--- config.mk ---
export PLATFORM = sky130hd
export DESIGN_NAME = operand_stage
export DESIGN_NICKNAME = d
export VERILOG_FILES = /design/src/rtl/operand_stage.sv
export SDC_FILE = /design/constraint.sdc
export NUM_CORES = 1
export LEC_CHECK = 0
export CORE_MARGIN = 10
export CORE_UTILIZATION = 50
export DETAILED_ROUTE_END_ITERATION = 7
export DONT_BUFFER_PORTS = 1
export SLEW_MARGIN = 10
export SYNTH_ARGS = -nofsm -noshare
export SYNTH_HDL_FRONTEND = slang
export SYNTH_SLANG_ARGS = --single-unit
--- constraint.sdc ---
create_clock -name clk -period 2.55 [get_ports clk]
set_clock_uncertainty 0.1 [all_clocks]
set_input_delay 0.51 -clock clk [delete_from_list [all_inputs] [get_ports clk]]
set_output_delay 0.51 -clock clk [all_outputs]
set_load 0.005 [all_outputs]
--- src/rtl/operand_stage.sv ---
// ID/EX operand stage: MEM/WB forwarding, load-use stall,
// EX backpressure and branch flush in front of the EX register.
module operand_stage #(
  parameter int DW = 16,
  parameter int RW = 3,
  parameter int CW = 8
) (
  input  logic          clk,
  input  logic          reset_n,
  input  logic          id_valid,
  output logic          id_stall,
  input  logic [RW-1:0] id_rn_num,
  input  logic [RW-1:0] id_rm_num,
  input  logic [RW-1:0] id_rd_num,
  input  logic          id_use_rn,
  input  logic          id_use_rm,
  input  logic          id_use_rd,
  input  logic [DW-1:0] id_rn_data,
  input  logic [DW-1:0] id_rm_data,
  input  logic [DW-1:0] id_rd_data,
  input  logic [RW-1:0] id_dest_num,
  input  logic          id_writes,
  input  logic          id_is_load,
  input  logic [CW-1:0] id_ctrl,
  input  logic          flush,
  input  logic          ex_ready,
  output logic          ex_valid,
  output logic [DW-1:0] ex_a,
  output logic [DW-1:0] ex_b,
  output logic [DW-1:0] ex_c,
  output logic [RW-1:0] ex_dest_num,
  output logic          ex_writes,
  output logic          ex_is_load,
  output logic [CW-1:0] ex_ctrl,
  input  logic          mem_valid,
  input  logic          mem_writes,
  input  logic          mem_is_load,
  input  logic [RW-1:0] mem_dest_num,
  input  logic [DW-1:0] mem_result,
  input  logic          wb_write,
  input  logic [RW-1:0] wb_num,
  input  logic [DW-1:0] wb_data
);

  logic          valid_q, valid_d;
  logic          writes_q, writes_d;
  logic          load_q, load_d;
  logic [DW-1:0] a_q, a_d, b_q, b_d, c_q, c_d;
  logic [RW-1:0] dest_q, dest_d;
  logic [CW-1:0] ctrl_q, ctrl_d;

  logic          mem_fw, ld_ex, ld_mem;
  logic          hz, adv;
  logic [DW-1:0] op_a, op_b, op_c;

  // MEM result only forwards for ALU ops; loads have no data yet.
  assign mem_fw = mem_valid & mem_writes & ~mem_is_load;
  assign ld_ex  = valid_q & writes_q & load_q;
  assign ld_mem = mem_valid & mem_writes & mem_is_load;

  function automatic logic [DW-1:0] pick(
    input logic [RW-1:0] n,
    input logic [DW-1:0] rf,
    input logic          mfw,
    input logic [RW-1:0] mn,
    input logic [DW-1:0] mr,
    input logic          ww,
    input logic [RW-1:0] wn,
    input logic [DW-1:0] wd
  );
    logic [DW-1:0] r;
    if (mfw && n == mn)     r = mr;
    else if (ww && n == wn) r = wd;
    else                    r = rf;
    return r;
  endfunction

  function automatic logic ldhit(
    input logic          use_i,
    input logic [RW-1:0] n,
    input logic          lx,
    input logic [RW-1:0] xn,
    input logic          lm,
    input logic [RW-1:0] mn
  );
    return use_i & ((lx & (n == xn)) | (lm & (n == mn)));
  endfunction

  // Operand selection, hazard detection and handshake.
  always_comb begin
    op_a = pick(id_rn_num, id_rn_data, mem_fw,
                mem_dest_num, mem_result,
                wb_write, wb_num, wb_data);
    op_b = pick(id_rm_num, id_rm_data, mem_fw,
                mem_dest_num, mem_result,
                wb_write, wb_num, wb_data);
    op_c = pick(id_rd_num, id_rd_data, mem_fw,
                mem_dest_num, mem_result,
                wb_write, wb_num, wb_data);
    hz = id_valid & (
         ldhit(id_use_rn, id_rn_num, ld_ex, dest_q,
               ld_mem, mem_dest_num) |
         ldhit(id_use_rm, id_rm_num, ld_ex, dest_q,
               ld_mem, mem_dest_num) |
         ldhit(id_use_rd, id_rd_num, ld_ex, dest_q,
               ld_mem, mem_dest_num));
    adv = ~valid_q | ex_ready;
    id_stall = id_valid & ~flush & (hz | ~adv);
  end

  // EX register next state: flush, capture, bubble or hold.
  always_comb begin
    valid_d  = valid_q;
    writes_d = writes_q;
    load_d   = load_q;
    a_d      = a_q;
    b_d      = b_q;
    c_d      = c_q;
    dest_d   = dest_q;
    ctrl_d   = ctrl_q;
    if (flush) begin
      valid_d  = 1'b0;
      writes_d = 1'b0;
      load_d   = 1'b0;
    end else if (adv && id_valid && !hz) begin
      valid_d  = 1'b1;
      writes_d = id_writes;
      load_d   = id_is_load;
      a_d      = op_a;
      b_d      = op_b;
      c_d      = op_c;
      dest_d   = id_dest_num;
      ctrl_d   = id_ctrl;
    end else if (adv) begin
      valid_d  = 1'b0;
      writes_d = 1'b0;
      load_d   = 1'b0;
    end
  end

  // EX register with asynchronous clear.
  always_ff @(posedge clk or negedge reset_n) begin
    if (!reset_n) begin
      valid_q  <= 1'b0;
      writes_q <= 1'b0;
      load_q   <= 1'b0;
      a_q      <= '0;
      b_q      <= '0;
      c_q      <= '0;
      dest_q   <= '0;
      ctrl_q   <= '0;
    end else begin
      valid_q  <= valid_d;
      writes_q <= writes_d;
      load_q   <= load_d;
      a_q      <= a_d;
      b_q      <= b_d;
      c_q      <= c_d;
      dest_q   <= dest_d;
      ctrl_q   <= ctrl_d;
    end
  end

  assign ex_valid    = valid_q;
  assign ex_writes   = writes_q;
  assign ex_is_load  = load_q;
  assign ex_a        = a_q;
  assign ex_b        = b_q;
  assign ex_c        = c_q;
  assign ex_dest_num = dest_q;
  assign ex_ctrl     = ctrl_q;

endmodule

# Yosys cells after proc, flatten, opt, wreduce, memory -nomap -nowiden
# Cells that the tools add are included.
# op_classes
add_sub_neg	0
multipliers	0
div_mod_pow	0
n_lt_le_gt_ge	0
eq_ne	9
shifts	0
mux	13
bitwise	28
reduce_logical	11
# op_table
cell	count
$mux W16	6
$eq A3 B3 Y1	9
$and A1 B1 Y1	17
$logic_and A1 B1 Y1	8
$mux W1	7
$or A1 B1 Y1	7
$not A1 Y1	4
$reduce_bool A3 Y1	1
$reduce_and A2 Y1	1
$logic_not A1 Y1	1
# totals
reg_bits	62
latch_bits	0
ramBits	0
mem_bits_ro	0
input_bits	120
output_inout_bits	63
wordCells	69
n_memories	0

# Depth between registers and ports, before layout
# Gate-level depths: netlist of run 1.
# depth
depth_word	12
mapped_depth	6

# Least setup slack after synthesis of run 1
# No wires, ideal clock.
# synth_path
kind	input port to flip-flop
startpoint	in id_rm_num[1]
endpoint	reg a_q[12], in the netlist ex_a[12]
setup_time_ps	125
t_arrival_ps	1811
setup_slack_ps	514
path_stages	6
path_buffers	1
path_cell_list	xor2_1 -> nor4_1 -> o21ai_1 -> nand4_1 -> buf_2 -> mux2_2
# synth_via
elab_chain_cells	10
word_cells_on_any_way	12
classes_between	2 x eq/ne; 7 x bitwise; 3 x reduce/logical
# synth_lines
item	line	rtl
start: declaration	13	input logic [RW-1:0] id_rm_num,
$eq A3 B3 Y1	86	return use_i & ((lx & (n == xn)) | (lm & (n == mn)));
$and A1 B1 Y1	86	
$or A1 B1 Y1 *	86	
$and A1 B1 Y1 *	86	
$or A1 B1 Y1 *	102	ld_mem, mem_dest_num) |
$or A1 B1 Y1 *	104	ld_mem, mem_dest_num) |
$and A1 B1 Y1 *	100	hz = id_valid & (
$logic_not A1 Y1 *	125	end else if (adv && id_valid && !hz) begin
$logic_and A1 B1 Y1 *	125	
$reduce_and A2 Y1 (no source line) *	n/a	
end signal: assignment	147	a_q <= '0;
end signal: assignment	156	a_q <= a_d;
end: declaration	48	logic [DW-1:0] a_q, a_d, b_q, b_d, c_q, c_d;
# Mark *: on every way between the ends. The rest lies on a longest branch, timed or not.
# A chain may end at the register's enable or synchronous reset.

# Worst setup path after layout of run 1
# layout_path
startpoint	reg dest_q[1], in the netlist ex_dest_num[1]
endpoint	out id_stall
# layout_via
elab_chain_cells	9
word_cells_on_any_way	17
classes_between	3 x eq/ne; 14 x bitwise
# layout_lines
item	line	rtl
start: declaration	49	logic [RW-1:0] dest_q, dest_d;
start signal: assignment	159	dest_q <= dest_d;
$eq A3 B3 Y1	86	
$and A1 B1 Y1	86	
$or A1 B1 Y1	86	
$and A1 B1 Y1	86	
$or A1 B1 Y1	102	
$or A1 B1 Y1 *	104	
$and A1 B1 Y1 *	100	
$or A1 B1 Y1 *	108	id_stall = id_valid & ~flush & (hz | ~adv);
$and A1 B1 Y1 *	108	
end: declaration	11	output logic id_stall,
# Marked as above.

==> qor.yml, run 1 <==
grt_pass1_vias: 2737
insertion_delay_ns: 0.33
holdBufCountCts: 2
combPwrFrac_pct: 15.4
via_per_inst: 5.82
power_frac_seq_pct: 49.2
yosysWarningCount: 0
place.gp.congestion: 0.833
critPathKind: "reg2out"
drt_iter0_markers: 80
cts.sinks: 62
grt_overflow: 0
finalHoldViolCount: 0
max_freq_mhz: 430
wl_um: 10600
worstSetupStartpointType: "flip-flop"
ant_nets: 0
synth_area_um2: 3630
syn_nets: 461
initial_core_util_pct: 50.6
crit_arrival_ns: 1.72
drv_cap: 0
post_cts_buffers: 0
clock_path_buffers: 2
p_int_w: 0.00205
dpl.hpwl_um: 8250
timing.final.crit_period_ns: 2.33
drcViolationCount: 0
max-vdd-ir-drop_mv: 0.372
tightest_slew_ns: 0.365
grt_pass1_wl_um: 16300
setup_viol: 0
insertedDiodeCount: 0
grt_max_degree: 63
ys_types: 21
io_buffers: 0
grt_usage_pct: 18.7
dieArea_um2: 11100
power_density_nw_per_um2: 692
rows: 31
htreeDepth: 3
cp.required_ns: 1.94
layout_setup_ws_ns: 0.223
rsz0062_at_grt: "false"
vias: 2611
area_growth_pct: 11.9
ys_seq_area_share_pct: 42.7
first_pass_iters: 4
p_sw_share_pct: 27.3
outcome: "finished, final reports clean"
nFillCells: 672
finalMaxSlewViolations: 0
end_kind: "output pin"
maxSlewHeadroom_pct: 75.5
coreArea_um2: 7180
layout-drive-gt1-share_pct: 24.0
syn-instance-count: 341
p_sw_w: 0.000768
cts-root-buf: "clkbuf_8"
antenna_found_initial: 0
place_ws_ns: 0.339
period_share_pct: 91.3
avgRoutedWirePerCell_um: 23.6
hold_class: "in2reg"
final.setup.tns_ns: 0
clk_pin_slew_worst_paths_ns: 0.07
pwr-share-clk_pct: 35.4
avgSynthCellArea_um2: 10.7
leakagePower_nw: 1.86
cp_max_fo: 5
die_h_um: 105
chipWidth_um: 105
nNetsFinal: 465
post_cts_resize_count: 0
io_pins: 183
ys_ff_latch: 62
cts_tree: "yes"
cts_made_buffers: 9
## through the flow
step / power, W / utilization (%) / std cells / hold WS, ns / area, µm²
global placement: 0.00181 / 52.9 / 431 / 0.116 / 3790
detailed placement: 0.00183 / 52.9 / 431 / 0.117 / 3790
global route: 0.00297 / 56.7 / 449 / 0.166 / 4070
floorplan: 0.00167 / - / 341 / 0.114 / 3630
finish: 0.00282 / 56.7 / 449 / 0.190 / 4070
CTS: 0.00286 / 56.7 / 449 / 0.171 / 4070
## final timing paths
path                                     start         end  slack (ns)  cells after the start
worst max-delay path            ex_dest_num[1]    id_stall        0.22                      4
worst min-delay path                     flush    ex_valid        0.19                      1
worst max register to register  ex_dest_num[1]    ex_c[10]        0.36                      6
worst min register to register      ex_ctrl[7]  ex_ctrl[7]        0.43                      1
max in group asynchronous              reset_n    ex_b[12]        1.42                      2
min in group asynchronous              reset_n     ex_a[4]        0.67                      2
## cells by family (layout without fill, tap and decap cells)
group,Yosys count,after routing,synth area share (%)
compound gates,55,55,7.68
xor+xnor,27,27,6.51
buf+inv,20,29,2.58
flops,62,62,42.7
mux,107,107,31.5
simple gates,70,70,9.02
## cell type report
class	instances	area (µm²)	share of cell area, %
well taps	99	124	3.05
inverters	2	7.51	0.185
clock inverters	5	81.3	2.00
clock buffers	11	151	3.72
multi-input cells	259	2010	49.4
flip-flops and latches	62	1550	38.2
repair buffers	11	143	3.51
## flip-flops by register name, summed over array words and instances, names as in the netlist
register	count
ex_a	16
ex_b	16
ex_c	16
ex_ctrl	8
ex_dest_num	3
ex_is_load	1
ex_valid	1
ex_writes	1
## cell usage in the layout, fill, tap and decap left out, drive strengths merged
cell and count:
xnor2 9, nor4 9, clkbuf 11, nand2b 2, nor2b 1, nand3b 1
nand3 2, bufinv 2, dfrtp 62, clkinv 2, mux2i 48, dlygate4sd3 1
xor2 18, nor2 1, clkinvlp 1, nand4 4, o21ai 54, mux2 59
nand2 50, a41oi 1, buf 10, inv 2
## routing by layer
layer	vias to the layer above	GRT usage (%)	part of all wire [%]
li1	1217	-	-
met1	1267	21.4	39
met4	0	4.80	1.1
met3	11	9.56	11
met5	-	0	0
met2	116	30.4	49
## power groups by stage
stage / Clock, W / Sequential (W) / Combinational [W]
floorplan: 0 / 0.00133 / 0.000347
global placement: 0 / 0.00142 / 0.000399
detailed placement: 0 / 0.00142 / 0.000411
CTS: 0.00102 / 0.00140 / 0.000440
global route: 0.00106 / 0.00142 / 0.000485
finish: 0.000996 / 0.00139 / 0.000433
## synth_stat cells, drive strengths merged
master / n / area (µm²)
mux2i: 48 / 480
nand3b: 1 / 7.51
a41oi: 1 / 8.76
xor2: 18 / 158
nand2: 50 / 188
nand4: 4 / 43.8
clkbuf: 3 / 11.3
nand3: 2 / 10.0
nor2b: 1 / 6.26
nor2: 1 / 3.75
xnor2: 9 / 78.8
buf: 15 / 75.1
dfrtp: 62 / 1550
mux2: 59 / 664
nor4: 9 / 56.3
o21ai: 54 / 270
nand2b: 2 / 12.5
inv: 2 / 7.51
## critical path, stage by stage, from the launching register on
cell	delay [ns]
dfrtp_1	0.47
xor2_1	0.17
nor4_1	0.36
o21ai_1	0.13
a41oi_1	0.25
No activity file was read; power rests on OpenSTA's default activity.
==> inputs of run 2 (changes only) <==
==> constraint.sdc (replaced) <==
create_clock -name clk -period 2.64 [get_ports clk]
set_clock_uncertainty 0.1 [all_clocks]
set_input_delay 0.528 -clock clk [delete_from_list [all_inputs] [get_ports clk]]
set_output_delay 0.528 -clock clk [all_outputs]
set_load 0.005 [all_outputs]
==> qor.yml, run 2 (same netlist as run 1, synthesis figures left out) <==
finalHoldViolCount: 0  # unchanged
coreArea_um2: 7180  # unchanged
cts-root-buf: "clkbuf_8"  # unchanged
drv_cap: 0  # unchanged
place.gp.congestion: 0.816  # was 0.833
grt_pass1_wl_um: 16900  # was 16300 µm
critPathKind: "reg2out"  # unchanged
cp.required_ns: 2.01  # was 1.94 ns
ant_nets: 0  # unchanged
timing.final.crit_period_ns: 2.31
crit_arrival_ns: 1.68  # was 1.72 ns
avgRoutedWirePerCell_um: 24.4  # was 23.6 µm
io_buffers: 0  # unchanged
drcViolationCount: 0  # unchanged
chipWidth_um: 105  # unchanged
max-vdd-ir-drop_mv: 0.319  # was 0.372 mV
layout_common_cells: "dfrtp_1 (62), mux2_2 (52), o21ai_0 (51)"  # unchanged
cts_tree: "yes"  # unchanged
wl_um: 11000  # was 10600 µm
grt_overflow: 0  # unchanged
hold_slack_ns: 0.208  # was 0.190 ns
die_h_um: 105  # unchanged
final.setup.tns_ns: 0  # unchanged
drt_iter0_markers: 90  # was 80
setup_viol: 0  # unchanged
htreeDepth: 3  # unchanged
grt_max_degree: 63  # unchanged
first_pass_iters: 4  # unchanged
tightest_slew_ns: 0.837  # was 0.365 ns
area_growth_pct: 9.40  # was 11.9%
max_freq_mhz: 433
grt_usage_pct: 19.2  # was 18.7%
period_share_pct: 87.5
cts_made_buffers: 9  # unchanged
maxSlewHeadroom_pct: 44.1  # was 75.5%
initial_core_util_pct: 50.6  # unchanged
cp_max_fo: 5  # unchanged
vias: 2604  # was 2611
nFillCells: 648  # was 672
grt_pass1_vias: 2841  # was 2737
critPathSlowestCell: "dfrtp_1"  # unchanged
rows: 31  # unchanged
final_common_cell: "dfrtp_1"  # unchanged
layout-drive-gt1-share_pct: 23.4  # was 24.0%
cts.sinks: 62  # unchanged
clk_pin_slew_worst_paths_ns: 0.07  # about the same
io_pins: 183  # unchanged
outcome: "finished, final reports clean"  # unchanged
path_cells: "xor2_1 > nor4_1 > o21ai_1 > a41oi_1"  # unchanged
end_kind: "output pin"  # unchanged
leakagePower_nw: 1.82  # was 1.86 nW
hold_class: "in2reg"  # unchanged
antenna_found_initial: 0  # unchanged
insertion_delay_ns: 0.33  # about the same
nNetsFinal: 465  # unchanged
worstSetupStartpointType: "flip-flop"  # unchanged
rsz0062_at_grt: "false"  # unchanged
clock_path_buffers: 2  # unchanged
max_stage_delay_ns: 0.46  # was 0.47 ns
via_per_inst: 5.80  # was 5.82
insertedDiodeCount: 0  # unchanged
power_density_nw_per_um2: 627  # was 692 nW/µm²
post_cts_buffers: 0  # unchanged
dieArea_um2: 11100  # unchanged
finalMaxSlewViolations: 0  # unchanged
dpl.hpwl_um: 8380  # was 8250 µm
[run 2: routing by layer]
| layer | vias to the layer above | share of wire (%) | GRT usage, % | routed length [µm] |
|---|---|---|---|---|
| met3 | 7 | 12 | 10.1 | 1280 |
| met4 | 0 | 0.90 | 4.71 | 99 |
| li1 | 1219 | - | - | - |
| met2 | 116 | 49 | 31.6 | 5350 |
| met1 | 1262 | 39 | 21.6 | 4220 |
| met5 | - | 0 | 0 | 0 |
[run 2: final cells by class]
type,count,area (µm²),area share [%]
tap,99,124,3.12
timing repair buffer,11,118,2.96
multi-input combinational,259,2010,50.5
clock inverter,4,22.5,0.567
sequential,62,1550,39.0
inverter,2,7.51,0.189
clock buffer,12,145,3.65
[run 2: final timing paths]
check | startpoint | end | slack [ns] | depth (start not counted)
worst min-delay path | flush | ex_valid | 0.21 | 1
max in group asynchronous | reset_n | ex_c[12] | 1.50 | 2
min in group asynchronous | reset_n | ex_dest_num[1] | 0.67 | 2
worst max register to register | ex_dest_num[1] | ex_b[15] | 0.40 | 6
worst max-delay path | ex_dest_num[1] | id_stall | 0.33 | 4
worst min register to register | ex_ctrl[4] | ex_ctrl[4] | 0.43 | 1
[run 2: critical path, delay by kind of cell (launching register included)]
kind	cells	cell delay [ns]
simple gates	1	0.29
flops	1	0.46
compound gates	2	0.44
xor+xnor	1	0.17
[run 2: metrics by stage]
stage,instance area (µm²),cells,setup slack [ns],power [W],utilization (%)
3_5_place_dp,3770,431,0.253,0.00177,52.5
4_1_cts,3980,449,0.309,0.00253,55.4
5_1_grt,3980,449,0.217,0.00263,55.4
3_3_place_gp,3770,431,0.299,0.00175,52.5
2_1_floorplan,3630,341,0.586,0.00162,-
6_report,3980,449,0.329,0.00249,55.4
[run 2: what timing repair did]
action / in CTS / in global routing
hold endpoints to repair: 62 / 0
gates resized for setup: 0 / 0
hold buffers: 2 / 0
[run 2: power breakdown]
group	internal (W)	switching [W]
clock	0.000362	0.000375
combinational	0.000244	0.000171
sequential	0.00115	0.000195
